<file path="src/rtl/hazard_pkg.sv">
// Shared types and constants for the pipeline hazard controller.
// Optional feature macro: HAZARD_FWD_EN (forwarding unit present).
package hazard_pkg;

   typedef logic [4:0] regbits_t;

   // Pipeline latch indices into the en/flush vectors
   localparam int IFID  = 0;
   localparam int IDEX  = 1;
   localparam int EXMEM = 2;
   localparam int MEMWB = 3;

   typedef enum logic [1:0] {
      RUN   = 2'd0,
      DWAIT = 2'd1,
      DDONE = 2'd2,
      HALT  = 2'd3
   } hz_state_t;

   // A source operand conflicts with a writer only when it is really read,
   // names the same register, and that register is not $zero.
   function automatic logic src_match(input logic use_f, input regbits_t src,
                                      input regbits_t dst);
      return use_f && (src == dst) && (dst != 5'd0);
   endfunction

endpackage

</file>
<file path="src/rtl/hazard_detect.sv">
// Source/destination register compare for the decode-stage instruction.
// HAZARD_FWD_EN defined: only a load in EX can stall (forwarding covers the
// rest). Undefined: any in-flight writer in EX, MEM or WB stalls decode.
module hazard_detect
   import hazard_pkg::*;
(
   input  logic [4:0] id_rs_i,
   input  logic [4:0] id_rt_i,
   input  logic       id_use_rs_i,
   input  logic       id_use_rt_i,
   input  logic       ex_regwr_i,
   input  logic       ex_memrd_i,
   input  logic [4:0] ex_wsel_i,
   input  logic       mem_regwr_i,
   input  logic [4:0] mem_wsel_i,
   input  logic       wb_regwr_i,
   input  logic [4:0] wb_wsel_i,
   output logic       raw_stall_o
);

   logic ex_hit;
   logic mem_hit;
   logic wb_hit;

   // Per-stage match of either decode source against that stage's destination
   always_comb begin
      ex_hit  = src_match(id_use_rs_i, id_rs_i, ex_wsel_i)
              | src_match(id_use_rt_i, id_rt_i, ex_wsel_i);
      mem_hit = src_match(id_use_rs_i, id_rs_i, mem_wsel_i)
              | src_match(id_use_rt_i, id_rt_i, mem_wsel_i);
      wb_hit  = src_match(id_use_rs_i, id_rs_i, wb_wsel_i)
              | src_match(id_use_rt_i, id_rt_i, wb_wsel_i);
   end

`ifdef HAZARD_FWD_EN
   // Load-use only: the loaded value is not available for forwarding yet
   logic unused_fwd_inputs;
   assign unused_fwd_inputs = mem_hit ^ wb_hit ^ mem_regwr_i ^ wb_regwr_i;
   assign raw_stall_o = ex_memrd_i & ex_regwr_i & ex_hit;
`else
   // No forwarding: wait until the writer has left WB, since the register
   // file does not bypass a same-cycle write to the read port
   logic unused_memrd;
   assign unused_memrd = ex_memrd_i;
   assign raw_stall_o = (ex_regwr_i & ex_hit)
                      | (mem_regwr_i & mem_hit)
                      | (wb_regwr_i & wb_hit);
`endif

endmodule

</file>
<file path="src/rtl/hazard_ctrl.sv">
// Pipeline controller: PC enable, latch enable/flush, cache-wait sequencing,
// halt and a saturating stall-cycle counter.
// Optional feature macro: HAZARD_FWD_EN (selects the hazard compare used).
module hazard_ctrl
   import hazard_pkg::*;
#(
   parameter int CNT_W = 32
) (
   input  logic             CLK,
   input  logic             nRST,
   input  logic             ihit,
   input  logic             dhit,
   input  logic             mem_ren,
   input  logic             mem_wen,
   input  logic [4:0]       id_rs,
   input  logic [4:0]       id_rt,
   input  logic             id_use_rs,
   input  logic             id_use_rt,
   input  logic             ex_regwr,
   input  logic             ex_memrd,
   input  logic [4:0]       ex_wsel,
   input  logic             mem_regwr,
   input  logic [4:0]       mem_wsel,
   input  logic             wb_regwr,
   input  logic [4:0]       wb_wsel,
   input  logic             br_taken,
   input  logic             halt,
   output logic             pc_en,
   output logic [3:0]       en,
   output logic [3:0]       flush,
   output logic             mem_hold,
   output logic             halted,
   output logic [CNT_W-1:0] stall_cnt,
   output logic [1:0]       dbg_state
);

   hz_state_t        state_q, state_d;
   logic [CNT_W-1:0] stall_cnt_q, stall_cnt_d;
   logic             memop;
   logic             advance;
   logic             raw_stall;

   hazard_detect u_detect (
      .id_rs_i     (id_rs),
      .id_rt_i     (id_rt),
      .id_use_rs_i (id_use_rs),
      .id_use_rt_i (id_use_rt),
      .ex_regwr_i  (ex_regwr),
      .ex_memrd_i  (ex_memrd),
      .ex_wsel_i   (ex_wsel),
      .mem_regwr_i (mem_regwr),
      .mem_wsel_i  (mem_wsel),
      .wb_regwr_i  (wb_regwr),
      .wb_wsel_i   (wb_wsel),
      .raw_stall_o (raw_stall)
   );

   // The pipeline moves when the fetch word is here and the MEM access (if any)
   // has completed, either this cycle or earlier (DDONE).
   assign memop   = mem_ren | mem_wen;
   assign advance = ihit & (~memop | dhit | (state_q == DDONE)) & (state_q != HALT);

   // Next-state logic for the cache-wait / halt sequencer
   always_comb begin
      state_d = state_q;
      case (state_q)
         RUN: begin
            if (memop && !dhit)
               state_d = DWAIT;
            else if (memop && dhit && !ihit)
               state_d = DDONE;
            else if (advance && halt)
               state_d = HALT;
         end
         DWAIT: begin
            if (dhit && ihit)
               state_d = halt ? HALT : RUN;
            else if (dhit)
               state_d = DDONE;
         end
         DDONE: begin
            if (ihit)
               state_d = halt ? HALT : RUN;
         end
         HALT:    state_d = HALT;
         default: state_d = RUN;
      endcase
   end

   // Enable/flush decode; branch squashes the stalled instruction, so it wins
   always_comb begin
      pc_en    = 1'b0;
      en       = 4'b0000;
      flush    = 4'b0000;
      mem_hold = 1'b0;
      halted   = 1'b0;
      if (nRST) begin
         mem_hold = (state_q == DDONE);
         halted   = (state_q == HALT);
         if (advance) begin
            if (br_taken) begin
               pc_en       = 1'b1;
               en          = 4'b1111;
               flush[IFID] = 1'b1;
               flush[IDEX] = 1'b1;
            end else if (raw_stall) begin
               en[IDEX]    = 1'b1;
               en[EXMEM]   = 1'b1;
               en[MEMWB]   = 1'b1;
               flush[IDEX] = 1'b1;
            end else begin
               pc_en = 1'b1;
               en    = 4'b1111;
            end
         end
      end
   end

   // Stall counter: cycles without a PC update outside HALT, saturating
   always_comb begin
      stall_cnt_d = stall_cnt_q;
      if ((state_q != HALT) && !pc_en && (stall_cnt_q != {CNT_W{1'b1}}))
         stall_cnt_d = stall_cnt_q + {{(CNT_W-1){1'b0}}, 1'b1};
   end

   // State and counter registers; reset abandons any pending cache wait
   always_ff @(posedge CLK or negedge nRST) begin
      if (!nRST) begin
         state_q     <= RUN;
         stall_cnt_q <= '0;
      end else begin
         state_q     <= state_d;
         stall_cnt_q <= stall_cnt_d;
      end
   end

   assign stall_cnt = stall_cnt_q;
   assign dbg_state = state_q;

endmodule

</file>
<file path="config.mk">
export PLATFORM = sky130hd
export DESIGN_NAME = hazard_ctrl
export DESIGN_NICKNAME = d
export VERILOG_FILES = /design/src/rtl/hazard_pkg.sv /design/src/rtl/hazard_detect.sv /design/src/rtl/hazard_ctrl.sv
export SDC_FILE = /design/constraint.sdc
export NUM_CORES = 1
export LEC_CHECK = 0
export CORE_MARGIN = 1.5
export CORE_UTILIZATION = 44
export DETAILED_ROUTE_END_ITERATION = 8
export GPL_ROUTABILITY_DRIVEN = 0
export GPL_TIMING_DRIVEN = 0
export PLACE_DENSITY = 0.86
export RECOVER_POWER = 100
export SYNTH_ARGS = -nofsm -noshare
export SYNTH_HDL_FRONTEND = slang
export SYNTH_SLANG_ARGS = --single-unit
</file>
<file path="constraint.sdc">
create_clock -name CLK -period 3.3 [get_ports CLK]
set_clock_uncertainty 0.1 [all_clocks]
set_input_delay 0.33 -clock CLK [delete_from_list [all_inputs] [get_ports CLK]]
set_output_delay 0.33 -clock CLK [all_outputs]
set_load 0.01 [all_outputs]
</file>
==> metrics.csv, run 1 <==
stage,metric,value,unit
run_status,status,completed,
clocking,postCtsHoldBufs,0,
yosys,synth_warnings,0,
global_route,grt_overflow,0,
routing,wl,4.95,mm
routing,ant_nets,0,
yosys,synthTopCellsByArea,"dfrtp_1 40%, xnor2_1 16%, xor2_1 8.6%",
critical_path,cp.arrival,2.71,ns
critical_path,path_common_cell,clkdlybuf4s50_1,
timing,fmax,319,MHz
yosys,syn-instance-count,225,
routing,drtPass1Iterations,5,
critical_path,worstSetupEndpointType,output pin,
timing,min_period,3.14,ns
layout,final_cell_mix,"43 x dlygate4sd3_1, 40 x xnor2_1, 36 x clkdlybuf4s50_1",
run,cap_violations,0,
layout,nets,353,
timing,slew_viol_final,0,
timing,final_hold_viol_count,0,
clocking,clk_pin_slew,0.07,ns
power,seqPwrFrac,33.9,%
floorplanning,initial_utilization,45.6,%
critical_path,crit_family,buffers and inverters,
yosys,synth_cell_types,40,
routing,first_iter_violations,93,
power,intPower,0.00106,W
layout,area_growth,46.5,%
yosys,netlist.area_leader.share,39.8,%
power,power.clock.fraction,30.9,%
clocking,clock_path_buffers,2,
global_route,grt_pass1_wl,8.06,mm
timing,tightest_slew,0.785,ns
routing,vias,1942,
global_route,grt_pass1_vias,1857,
floorplanning,coreArea,4690,sq um
layout,utilization,66.7,%
critical_path,path_class,in -> out,
clocking,cts_resized,0,
critical_path,cp.required,2.87,ns
clocking,clock_latency,0.29,ns
clocking,numCtsBuffers,5,
global_route,antenna_found_initial,0,
clocking,post_cts_buffers,0,
power,leakage,1.42,nW
power,total_power,0.00153,W
floorplanning,row_count,25,
timing,fin_crit_sh,95.1,%
power,p_switching,0.000471,W
critical_path,slowest_delay,0.54,ns
critical_path,r2r-start,stall_cnt[8],
critical_path,path_cells,"clkdlybuf4s50_1, or4_1, o21a_1, a32oi_1, a21oi_1, nor2_1, buf_4, clkdlybuf4s50_1",
yosys,yosys.area.top_type,dfrtp_1,
yosys,ys_seq_area_share,39.8,%
placement,dpl.hpwl,4.02,mm
layout,layout_commonest_cell,dlygate4sd3_1,
yosys,ys_async_sr_fraction,100,%
layout,design_area,3130,sq um
critical_path,crit_fanout,3,
layout,fillers,369,
floorplanning,io_pins,84,
timing,final-setup-viol-count,0,
global_route,gr-usage-all-layers,19.5,%
layout,drive_above_1_share,7.64,%
global_route,grt_max_degree,38,
clocking,cts_sinks,34,
power,vdd_drop_max,272,uV
routing,wl_per_cell,13.5,um
worst_hold_path,hold_class,in -> async,
floorplanning,chipHeight,72.7,um
clocking,cts_tree,yes,
clocking,cts_htree_levels,2,
yosys,synth-edff-count,0,
timing,relSlewSlack,47.7,%
routing,drcViolationCount,0,
yosys,synth-seq-cells,34,
routing,vias_per_cell,5.28,
power,switching_share,30.8,%
critical_path,critPathSlowestCell,or4_1,
power,pwr-share-comb,35.2,%
floorplanning,die-area,5290,sq um
floorplanning,die_w,72.7,um
placement,port-buffer-count,80,
layout,antennaDiodeCount,0,
timing,rsz0062_at_grt,no,
clocking,clockRootBuffer,clkbuf_8,
power,power_density,488,nW/um^2
placement,place_area,3010,sq um
critical_path,cp-startpoint,mem_wsel[1],
yosys,synth_area_per_cell,9.50,sq um
yosys,synth_area,2140,sq um
critical_path,critPathLaunchType,input pin,
yosys,synth_ff_type,dfrtp_1,
critical_path,crit_buf_inv,3,
## logic make-up after synthesis
group / count (synthesis) / synth area share (%)
AO/OA/AOI/OAI: 16 / 5.85
XOR/XNOR: 61 / 25.0
adder cells (fa/ha/maj): 1 / 0.585
buffers and inverters: 21 / 5.38
flip-flops: 34 / 39.8
multiplexers: 2 / 1.05
other: 1 / 0.175
AND/OR/NAND/NOR: 89 / 22.2
## worst paths after layout
check	endpoint	slack, ns	depth (start not counted)
max reg2reg	stall_cnt[1]	0.17	9
max	en[0]	0.16	8
max in group asynchronous	stall_cnt[8]	2.58	1
min reg2reg	stall_cnt[17]	0.39	1
min in group CLK	stall_cnt[17]	0.39	1
min	stall_cnt[3]	0.02	1
## registers in the layout, summed over array words and instances (netlist names)
name       count
dbg_state      2
stall_cnt     32
## through the flow
stage / cells / setup WS (ns) / hold slack [ns] / setup TNS [ns]
after floorplan: 226 / 0.357 / -0.0656 / 0
after global placement: 360 / -0.775 / 0.377 / -20.44
after detailed placement: 360 / 0.146 / 0.350 / 0
after CTS: 368 / 0.135 / 0.0407 / 0
after global routing: 368 / 0.0200 / 0.0877 / 0
final: 368 / 0.161 / 0.0164 / 0
## metal layers
metal,wire [um],track usage [%],share of wire [%]
met2,2440,33.1,49
met3,355,6.35,7.2
met5,0,0,0
met1,2090,23.5,42
met4,69,6.08,1.4
## worst register-to-register path: stages, from the launching register on
cell,delay [ns]
dfrtp_1,0.42
nand4_1,0.20
or4_1,0.54
or3_1,0.36
clkbuf_2,0.18
or2_4,0.28
o31a_1,0.27
o21ai_4,0.15
buf_6,0.20
mux2_1,0.32
## area by class of cell
type / instances / area (sq um) / share of cell area [%]
tap: 54 / 67.6 / 2.16
buffer: 9 / 70.1 / 2.24
inverter: 12 / 45.0 / 1.44
clock inverter: 2 / 60.1 / 1.92
sequential: 34 / 851 / 27.2
clock buffer: 6 / 82.6 / 2.64
multi-input combinational: 171 / 1160 / 37.0
timing repair buffer: 80 / 796 / 25.4
## synth_stat cells, drive strengths merged, types with 3 or more instances
| library cell | count |
|---|---|
| nand2 | 19 |
| nand4 | 7 |
| buf | 8 |
| or4 | 3 |
| xnor2 | 40 |
| nor4 | 12 |
| and3 | 7 |
| nand3 | 12 |
| inv | 12 |
| xor2 | 21 |
| nor2 | 13 |
| o22ai | 3 |
| nor3 | 11 |
| dfrtp | 34 |
## power by group through the flow
stage	logic (W)	registers (W)	clock network, W
final	0.000538	0.000519	0.000472
after global routing	0.000584	0.000525	0.000496
after CTS	0.000569	0.000521	0.000477
after detailed placement	0.000567	0.000529	0
after global placement	0.000556	0.000526	0
after floorplan	0.000295	0.000538	0
(Power assumes the default switching activity.)
==> run 2, diff against run 1 <==
--- a/config.mk
+++ b/config.mk
@@ -9,9 +9,9 @@
 export CORE_UTILIZATION = 44
 export DETAILED_ROUTE_END_ITERATION = 8
 export GPL_ROUTABILITY_DRIVEN = 0
-export GPL_TIMING_DRIVEN = 0
 export PLACE_DENSITY = 0.86
 export RECOVER_POWER = 100
+export REMOVE_ABC_BUFFERS = 1
 export SYNTH_ARGS = -nofsm -noshare
 export SYNTH_HDL_FRONTEND = slang
 export SYNTH_SLANG_ARGS = --single-unit
==> metrics.csv, run 2 (synthesis results as in run 1) <==
stage,metric,value,unit,change
floorplanning,io_pins,84,,unchanged
worst_hold_path,hp-start,stall_cnt[6],,
floorplanning,initial_utilization,45.6,%,unchanged
global_route,top_usage_layer,met2,,unchanged
layout,layout_commonest_cell,dlygate4sd3_1,,unchanged
placement,dpl.hpwl,4.05,mm,was 4.02 mm
clocking,clock_latency,0.29,ns,about the same
critical_path,worstSetupEndpointType,output pin,,unchanged
routing,wl,5.19,mm,was 4.95 mm
timing,slew_viol_final,35,,was 0
power,seqPwrFrac,40.0,%,was 33.9%
routing,vias,1922,,was 1942
worst_hold_path,whs_path_depth,1,,
power,vdd_drop_max,173,uV,was 272 uV
clocking,cts_tree,yes,,unchanged
power,leakage,1.34,nW,was 1.42 nW
power,p_switching,0.000460,W,was 0.000471 W
global_route,antenna_found_initial,0,,unchanged
clocking,postCtsHoldBufs,0,,unchanged
layout,area_growth,40.8,%,was 46.5%
layout,antennaDiodeCount,0,,unchanged
power,power.clock.fraction,22.6,%,was 30.9%
clocking,cts_resized,0,,unchanged
clocking,clockRootBuffer,clkbuf_8,,unchanged
timing,relSlewSlack,-22.8,%,was 47.7%
timing,fin_crit_sh,92.8,%,was 95.1%
global_route,grt_pass1_vias,1838,,was 1857
global_route,grt_max_degree,35,,was 38
floorplanning,row_count,25,,unchanged
critical_path,cp.arrival,2.63,ns,was 2.71 ns
floorplanning,die-area,5290,sq um,unchanged
timing,min_period,3.06,ns,was 3.14 ns
global_route,use_met3,6.08,%,was 6.35%
timing,fmax,327,MHz,was 319 MHz
power,intPower,0.000838,W,was 0.00106 W
clocking,clk_pin_slew,0.07,ns,about the same
run_status,violations,"max-capacitance violations, max-slew violations",,
clocking,cts_sinks,34,,unchanged
layout,largest_register_ffs,32,,unchanged
routing,ant_nets,0,,unchanged
floorplanning,coreArea,4690,sq um,unchanged
layout,final_cell_mix,"43 x dlygate4sd3_1, 40 x xnor2_1, 37 x clkdlybuf4s50_1",,"was 43 x dlygate4sd3_1, 40 x xnor2_1, 36 x clkdlybuf4s50_1"
global_route,met2_usage,35.0,%,was 33.1%
clocking,cts_htree_levels,2,,unchanged
placement,port-buffer-count,80,,unchanged
critical_path,rrSetupSlack,0.24,ns,was 0.17 ns
power,pwr-share-comb,37.3,%,was 35.2%
power,power_density,431,nW/um^2,was 488 nW/um^2
power,total_power,0.00130,W,was 0.00153 W
global_route,grt_overflow,0,,unchanged
routing,first_iter_violations,113,,was 93
global_route,grtUsageMet1,24.1,%,was 23.5%
clocking,numCtsBuffers,5,,unchanged
routing,vias_per_cell,5.34,,was 5.28
layout,fillers,391,,was 369
clocking,post_cts_buffers,0,,unchanged
floorplanning,chipHeight,72.7,um,unchanged
routing,drtPass1Iterations,4,,was 5
critical_path,critPathLaunchType,input pin,,unchanged
run,cap_violations,1,,was 0
clocking,clock_path_buffers,2,,unchanged
timing,final_hold_viol_count,0,,unchanged
timing,tightest_slew,1.84,ns,was 0.785 ns
timing,final-setup-viol-count,0,,unchanged
critical_path,path_class,in -> out,,unchanged
timing,setup_tns,0,ns,unchanged
global_route,grt_pass1_wl,8.30,mm,was 8.06 mm
timing,rsz0062_at_grt,no,,unchanged
critical_path,r2r_cells,7,,was 9
critical_path,r2r-start,stall_cnt[8],,unchanged
routing,drcViolationCount,0,,unchanged
worst_hold_path,hold_class,reg -> reg,,was in -> async
layout,drive_above_1_share,3.92,%,was 7.64%
critical_path,cp.required,2.87,ns,about the same
layout,nets,346,,was 353
run_status,status,"finished, violations left",,was completed
worst_hold_path,holdPathEnd,stall_cnt[6],,
floorplanning,die_w,72.7,um,unchanged
routing,wl_per_cell,14.4,um,was 13.5 um
critical_path,timing.rr.end,stall_cnt[1],,unchanged
layout,utilization,64.2,%,was 66.7%
power,switching_share,35.4,%,was 30.8%
global_route,gr-usage-all-layers,20.6,%,was 19.5%
critical_path,crit_fanout,3,,unchanged
-- run 2: changes by cell type in the layout (fill, tap and decap cells not counted) --
cell and delta:
buf_4 -4, clkbuf_1 +3, buf_2 -2, buf_6 -2
bufinv_16 -2, clkbuf_2 -1, clkbuf_8 -1, clkdlybuf4s50_1 +1
-- run 2: how the worst max path moves through the flow --
stage / startpoint / endpoint / slack [ns] / cells after the start
final: mem_wsel[1] / pc_en / 0.24 / 7
after global placement: mem_wsel[1] / stall_cnt[1] / 0.18 / 7
after detailed placement: mem_wsel[1] / stall_cnt[1] / 0.11 / 7
after CTS: mem_wsel[1] / pc_en / 0.22 / 7
after global routing: mem_wsel[1] / pc_en / 0.1 / 7
after floorplan: stall_cnt[8] / stall_cnt[1] / 0.39 / 7
-- run 2: per-layer routing --
layer | share of wire, % | wire, um | vias to the layer above
li1 | - | - | 926
met1 | 43 | 2220 | 902
met2 | 48 | 2490 | 79
met3 | 7.0 | 361 | 15
met4 | 2.3 | 119 | 0
met5 | 0 | 0 | -
-- run 2: power by group through the flow --
stage,combinational [W],clock [W],sequential [W]
6_report,0.000485,0.000294,0.000519
5_1_grt,0.000530,0.000311,0.000529
4_1_cts,0.000517,0.000295,0.000522
3_5_place_dp,0.000515,0,0.000529
3_3_place_gp,0.000502,0,0.000527
2_1_floorplan,0.000243,0,0.000538
-- run 2: final cells by class --
cell class | count | area [sq um] | share of cell area (%)
multi-input combinational | 171 | 1160 | 38.5
timing repair buffer | 82 | 812 | 27.0
tap | 54 | 67.6 | 2.24
clock buffer | 7 | 76.3 | 2.53
inverter | 12 | 45.0 | 1.50
sequential | 34 | 851 | 28.3
-- run 2: per-stage QoR --
stage	std cells	hold slack (ns)	setup WS (ns)	instance area (sq um)
after floorplan	217	-0.0656	0.386	2070
after global placement	353	0.376	0.178	2960
after detailed placement	353	0.379	0.114	2960
after CTS	360	0.390	0.215	3030
after global routing	360	0.403	0.0970	3010
final	360	0.390	0.237	3010
-- run 2: worst max-delay path: stages --
cell	delay, ns
clkdlybuf4s50_1	0.47
or4_1	0.54
o21a_1	0.18
a32oi_1	0.21
a21oi_1	0.19
nor2_1	0.16
clkdlybuf4s50_1	0.56
==> run 3, diff against run 2 <==
--- a/config.mk
+++ b/config.mk
@@ -9,6 +9,7 @@
 export CORE_UTILIZATION = 44
 export DETAILED_ROUTE_END_ITERATION = 8
 export GPL_ROUTABILITY_DRIVEN = 0
+export HOLD_SLACK_MARGIN = 0.02
 export PLACE_DENSITY = 0.86
 export RECOVER_POWER = 100
 export REMOVE_ABC_BUFFERS = 1
==> results of run 3 <==
Same layout as run 2: the final DEF is identical, and so are final timing and power.
